===== src/rtl/pnr_sysbus_initiator.sv =====
// PNR system-bus initiator: queued read/write commands issued as one-cycle strobes, ack/timeout response.
// Optional macro PNR_BUS_TIMEOUT_EN enables the WAIT-state timeout abort.
module pnr_sysbus_initiator #(
    parameter int FIFO_DEPTH = 4,
    parameter int TIMEOUT    = 255
) (
    input  logic        clk_i,
    input  logic        rstn_i,
    input  logic        cmd_valid_i,
    output logic        cmd_ready_o,
    input  logic        cmd_we_i,
    input  logic [31:0] cmd_addr_i,
    input  logic [31:0] cmd_wdata_i,
    output logic        rsp_valid_o,
    output logic [31:0] rsp_rdata_o,
    output logic        rsp_err_o,
    output logic        rsp_timeout_o,
    output logic        busy_o,
    output logic [31:0] sys_addr,
    output logic [31:0] sys_wdata,
    output logic        sys_wen,
    output logic        sys_ren,
    input  logic [31:0] sys_rdata,
    input  logic        sys_err,
    input  logic        sys_ack
);
    localparam int AW = $clog2(FIFO_DEPTH);

    typedef enum logic [1:0] {IDLE, ISSUE, WAIT, RESP} state_t;

    state_t      state_q, state_d;
    logic [64:0] fifo_mem_q [FIFO_DEPTH];
    logic [AW:0] wr_ptr_q, wr_ptr_d, rd_ptr_q, rd_ptr_d;
    logic        ready_q, ready_d;
    logic        empty, full_d, push, pop;
    logic [64:0] head;
    logic [31:0] addr_q, addr_d, wdata_q, wdata_d, rdata_q, rdata_d;
    logic        wen_q, wen_d, ren_q, ren_d;
    logic        rsp_valid_q, rsp_valid_d, err_q, err_d, tmo_q, tmo_d;
    logic        tmo_hit;

    assign empty = (wr_ptr_q == rd_ptr_q);
    assign head  = fifo_mem_q[rd_ptr_q[AW-1:0]];
    assign push  = cmd_valid_i & ready_q;
    assign pop   = (state_q == IDLE) & ~empty;

    // Ready is registered from the next-state pointers so it reads 0 while in reset.
    always_comb begin
        wr_ptr_d = wr_ptr_q + {{AW{1'b0}}, push};
        rd_ptr_d = rd_ptr_q + {{AW{1'b0}}, pop};
        full_d   = (wr_ptr_d[AW] != rd_ptr_d[AW]) && (wr_ptr_d[AW-1:0] == rd_ptr_d[AW-1:0]);
        ready_d  = ~full_d;
    end

    always_ff @(posedge clk_i) begin
        if (push) fifo_mem_q[wr_ptr_q[AW-1:0]] <= {cmd_we_i, cmd_addr_i, cmd_wdata_i};
    end

`ifdef PNR_BUS_TIMEOUT_EN
    logic [15:0] cnt_q, cnt_d, cnt_inc;

    assign cnt_inc = cnt_q + 16'd1;
    assign tmo_hit = (state_q == WAIT) && (cnt_inc == 16'(TIMEOUT));

    always_comb begin
        cnt_d = '0;
        if (state_q == WAIT) cnt_d = cnt_inc;
    end

    always_ff @(posedge clk_i or negedge rstn_i) begin
        if (!rstn_i) cnt_q <= '0;
        else         cnt_q <= cnt_d;
    end
`else
    assign tmo_hit = 1'b0;
`endif

    always_comb begin
        state_d     = state_q;
        addr_d      = addr_q;
        wdata_d     = wdata_q;
        wen_d       = 1'b0;
        ren_d       = 1'b0;
        rsp_valid_d = 1'b0;
        rdata_d     = rdata_q;
        err_d       = err_q;
        tmo_d       = tmo_q;
        case (state_q)
            IDLE: if (!empty) begin
                addr_d  = head[63:32];
                wdata_d = head[31:0];
                wen_d   = head[64];
                ren_d   = ~head[64];
                state_d = ISSUE;
            end
            ISSUE: state_d = WAIT;
            WAIT: begin
                // Ack takes priority over a timeout landing in the same cycle.
                if (sys_ack) begin
                    rdata_d     = sys_rdata;
                    err_d       = sys_err;
                    tmo_d       = 1'b0;
                    rsp_valid_d = 1'b1;
                    state_d     = RESP;
                end else if (tmo_hit) begin
                    rdata_d     = '0;
                    err_d       = 1'b1;
                    tmo_d       = 1'b1;
                    rsp_valid_d = 1'b1;
                    state_d     = RESP;
                end
            end
            RESP: state_d = IDLE;
            default: state_d = IDLE;
        endcase
    end

    always_ff @(posedge clk_i or negedge rstn_i) begin
        if (!rstn_i) begin
            state_q     <= IDLE;
            wr_ptr_q    <= '0;
            rd_ptr_q    <= '0;
            ready_q     <= 1'b0;
            addr_q      <= '0;
            wdata_q     <= '0;
            wen_q       <= 1'b0;
            ren_q       <= 1'b0;
            rsp_valid_q <= 1'b0;
            rdata_q     <= '0;
            err_q       <= 1'b0;
            tmo_q       <= 1'b0;
        end else begin
            state_q     <= state_d;
            wr_ptr_q    <= wr_ptr_d;
            rd_ptr_q    <= rd_ptr_d;
            ready_q     <= ready_d;
            addr_q      <= addr_d;
            wdata_q     <= wdata_d;
            wen_q       <= wen_d;
            ren_q       <= ren_d;
            rsp_valid_q <= rsp_valid_d;
            rdata_q     <= rdata_d;
            err_q       <= err_d;
            tmo_q       <= tmo_d;
        end
    end

    assign cmd_ready_o   = ready_q;
    assign busy_o        = (state_q != IDLE) | ~empty;
    assign sys_addr      = addr_q;
    assign sys_wdata     = wdata_q;
    assign sys_wen       = wen_q;
    assign sys_ren       = ren_q;
    assign rsp_valid_o   = rsp_valid_q;
    assign rsp_rdata_o   = rdata_q;
    assign rsp_err_o     = err_q;
    assign rsp_timeout_o = tmo_q;
endmodule

===== config.mk =====
export PLATFORM = sky130hd
export DESIGN_NAME = pnr_sysbus_initiator
export DESIGN_NICKNAME = d
export VERILOG_FILES = /design/src/rtl/pnr_sysbus_initiator.sv
export SDC_FILE = /design/constraint.sdc
export NUM_CORES = 1
export LEC_CHECK = 0
export ABC_CLOCK_PERIOD_IN_PS = 6800
export CAP_MARGIN = 20
export CORE_ASPECT_RATIO = 1.5
export CORE_UTILIZATION = 45
export CTS_CLUSTER_DIAMETER = 40
export DETAILED_ROUTE_END_ITERATION = 12
export PLACE_DENSITY = 0.72
export SLEW_MARGIN = 20
export SYNTH_ARGS = -nofsm -noshare
export SYNTH_HDL_FRONTEND = slang
export SYNTH_SLANG_ARGS = --single-unit

===== constraint.sdc =====
create_clock -name clk_i -period 6.8 [get_ports clk_i]
set_clock_uncertainty 0.2 [all_clocks]
set_input_delay 1.02 -clock clk_i [delete_from_list [all_inputs] [get_ports clk_i]]
set_output_delay 1.02 -clock clk_i [all_outputs]
set_load 0.05 [all_outputs]

==> results.py <==
metrics = {
    "yosys": {
        "synth_top_family_by_area": "multiplexers",
        "synth_nets": 700,
        "avgSynthCellArea_um2": 23.0,
        "async_flop_share_pct": 29.5,
        "ys_types": 26,
        "yosys.area_share.simple_pct": 0.459,
        "ys_seq_area_share_pct": 77.2,
        "synth_compound_area_share_pct": 0.193,
        "yosysWarnings": 0,
        "synth_xor_area_share_pct": 0.514,
        "synthesis.area_um2": 13600,
        "ys_seq_elements": 369,
        "syn_inst": 592,
        "synthMuxAreaShare_pct": 19.6,
        "synth_fa_ha_area_share_pct": 0.550,
        "synth_edf_count": 260,
        "synth_flop_cell": "edfxtp_1",
    },
    "global_routing": {
        "grt_start_max_net_pins": 68,
        "grt.met3_usage_pct": 3.10,
        "busiest_layer": "met2",
        "grt_pass1_wl_um": 39600,
        "grt_use_met2_pct": 30.8,
        "grtUsageTotal_pct": 17.3,
        "gr-total-overflow": 0,
        "grt.met1_usage_pct": 21.1,
        "grt_pass1_vias": 6911,
        "antenna_found_initial": 0,
    },
    "clock_tree": {
        "path_clk_slew_ns": 0.06,
        "post_cts_buffers": 0,
        "cts_hold_buffers": 0,
        "cts_sinks": 369,
        "numCtsBuffers": 37,
        "cts-htree-levels": 2,
        "tritoncts": "done",
        "insertion_delay_ns": 0.51,
        "cts_resized": 0,
        "clockBufferDepth": 3,
        "cts-root-buf": "clkbuf_16",
    },
    "floorplanning": {
        "die_height_um": 215,
        "coreArea_um2": 29700,
        "die_x_um": 144,
        "rows": 77,
        "dieArea_um2": 31000,
        "ioPinCount": 205,
        "start_util_pct": 46.0,
    },
    "pwr": {
        "ir_drop_v": 0.000286,
        "powerDensity_nw_per_um2": 520,
        "leakage_nw": 6.16,
    },
    "routing": {
        "dr_total_vias": 6331,
        "avgRoutedWirePerCell_um": 20.8,
        "drc": 0,
        "wl_um": 25700,
        "drt_first_pass_iters": 4,
        "antenna_left": 0,
        "drtIter0Drc": 373,
        "vias_per_cell": 5.12,
    },
    "sta": {
        "fin_crit_ns": 4.13,
        "rsz0062_at_grt": "false",
        "fmax_ghz": 0.242,
        "final-hold-violation-count": 0,
        "final-max-slew-violation-count": 0,
        "fin_crit_sh_pct": 60.8,
        "setup_violations": 0,
        "relSlewSlack_pct": 30.3,
        "tightestPinTransition_ns": 1.05,
        "fin_setup_tns_ns": 0,
    },
    "cells_and_area": {
        "drive_above_1_share_pct": 27.9,
        "fin_util_pct": 58.2,
        "syn2layout_area_growth_pct": 26.5,
        "antenna_cells": 0,
        "fillers": 2272,
        "nets": 924,
    },
    "placement": {
        "gp_congestion": 0.695,
        "dp_hpwl_um": 15400,
        "io_buffers": 203,
    },
    "job": {
        "cap_violations": 0,
    },
    "worst_setup_path": {
        "worstPathRequired_ns": 5.58,
        "start_kind": "flip-flop",
        "worstSetupPathType": "reg2out",
        "worstPathMaxFanout": 67,
        "arrival_ns": 2.91,
        "endpoint_kind": "primary output",
    },
    "min_path": {
        "min_path_type": "reg2reg",
    },
    "run_status": {
        "outcome": "completed",
    },
}
synthesized netlist by cell type (4+ instances only):
cell,instances,share of area (%)
edfxtp_1,260,57
dfrtp_1,109,20
mux2_2,71,5.9
mux4_2,65,11
mux2_4,27,3.0
buf_2,9,0.33
buf_6,9,0.74
ha_1,6,0.55
inv_1,6,0.17
clkbuf_1,4,0.11
xnor2_1,4,0.26
xor2_1,4,0.26
report_power, final:
part           internal (mW)  switching [mW]
clock                   1.13           0.826
sequential              3.09           0.363
combinational           1.56            1.99
total                   5.79            3.18
cell usage in the layout (no fill, tap or decap), drive strengths merged:
master,count
ha,6
nor2,1
mux4,65
inv,12
clkinv,5
xor2,4
a31o,1
clkbuf,47
o22a,1
buf,8
nor3,1
edfxtp,260
a41oi,1
clkdlybuf4s50,202
nand2,2
mux2,98
or3,1
clkinvlp,5
and3,1
dfrtp,109
conb,1
nand4,1
xnor2,4
bufinv,2
nor3b,2
nor2b,2
per-layer routing:
layer  part of all wire (%)  vias to the layer above
met1                     40                     3323
met4                    2.4                        0
met3                    4.3                       41
met5                      0                        -
li1                       -                     2807
met2                     54                      160
kinds of logic (layout without fill, tap and decap cells):
family          Yosys count  count (layout)
flops                   369             369
mux                     163             163
buf+inv                  31             281
simple gates             11              11
xor+xnor                  8               8
fa+ha+maj                 6               6
compound gates            3               3
other cells               1               1
critical path: stages, from the launching register on:
cell and delay (ns):
dfrtp_4 1.07, xnor2_1 0.25, nand4_1 0.16, clkdlybuf4s50_1 0.81
sequential cells by signal (all words and copies together) (netlist names):
register	cells
rd_ptr_q	3
cmd_ready_o	1
sys_addr	32
wr_ptr_q	3
state_q	2
rsp_rdata_o	32
rsp_valid_o	1
rsp_err_o	1
sys_wen	1
sys_wdata	32
sys_ren	1
fifo_mem_q	260
final timing paths:
check	start	to	slack, ns	cells after the start
min	state_q[0]$_DFFE_PN0P_	state_q[0]$_DFFE_PN0P_	0.30	1
max reg2reg	rd_ptr_q[1]$_DFF_PN0_	sys_addr[17]$_DFFE_PN0P_	3.44	4
max	rd_ptr_q[1]$_DFF_PN0_	busy_o	2.67	3
min in group asynchronous	rstn_i	sys_addr[14]$_DFFE_PN0P_	0.33	1
min reg2reg	state_q[0]$_DFFE_PN0P_	state_q[0]$_DFFE_PN0P_	0.30	1
max in group asynchronous	rstn_i	rd_ptr_q[0]$_DFF_PN0_	4.68	2
stage by stage:
stage	power, mW	setup WS, ns	hold slack (ns)	instances	cell area, um^2
after floorplan	6.04	0.0904	0.260	592	13600
after global placement	7.06	3.20	0.272	1172	16100
after detailed placement	7.11	3.21	0.288	1172	16100
after CTS	9.10	2.64	0.302	1237	17300
after global routing	9.35	2.57	0.314	1237	17300
final	8.97	2.67	0.298	1237	17300
layout make-up:
type                       instances  area (um^2)  area share [%]
clock buffer                      47         1000            5.81
clock inverter                    18          175            1.01
inverter                           6         22.5           0.130
multi-input combinational        192         2940            17.0
sequential                       369        10500            61.1
tap                              395          494            2.86
timing repair buffer             210         2090            12.1
Power figures use the tool's default switching activity.
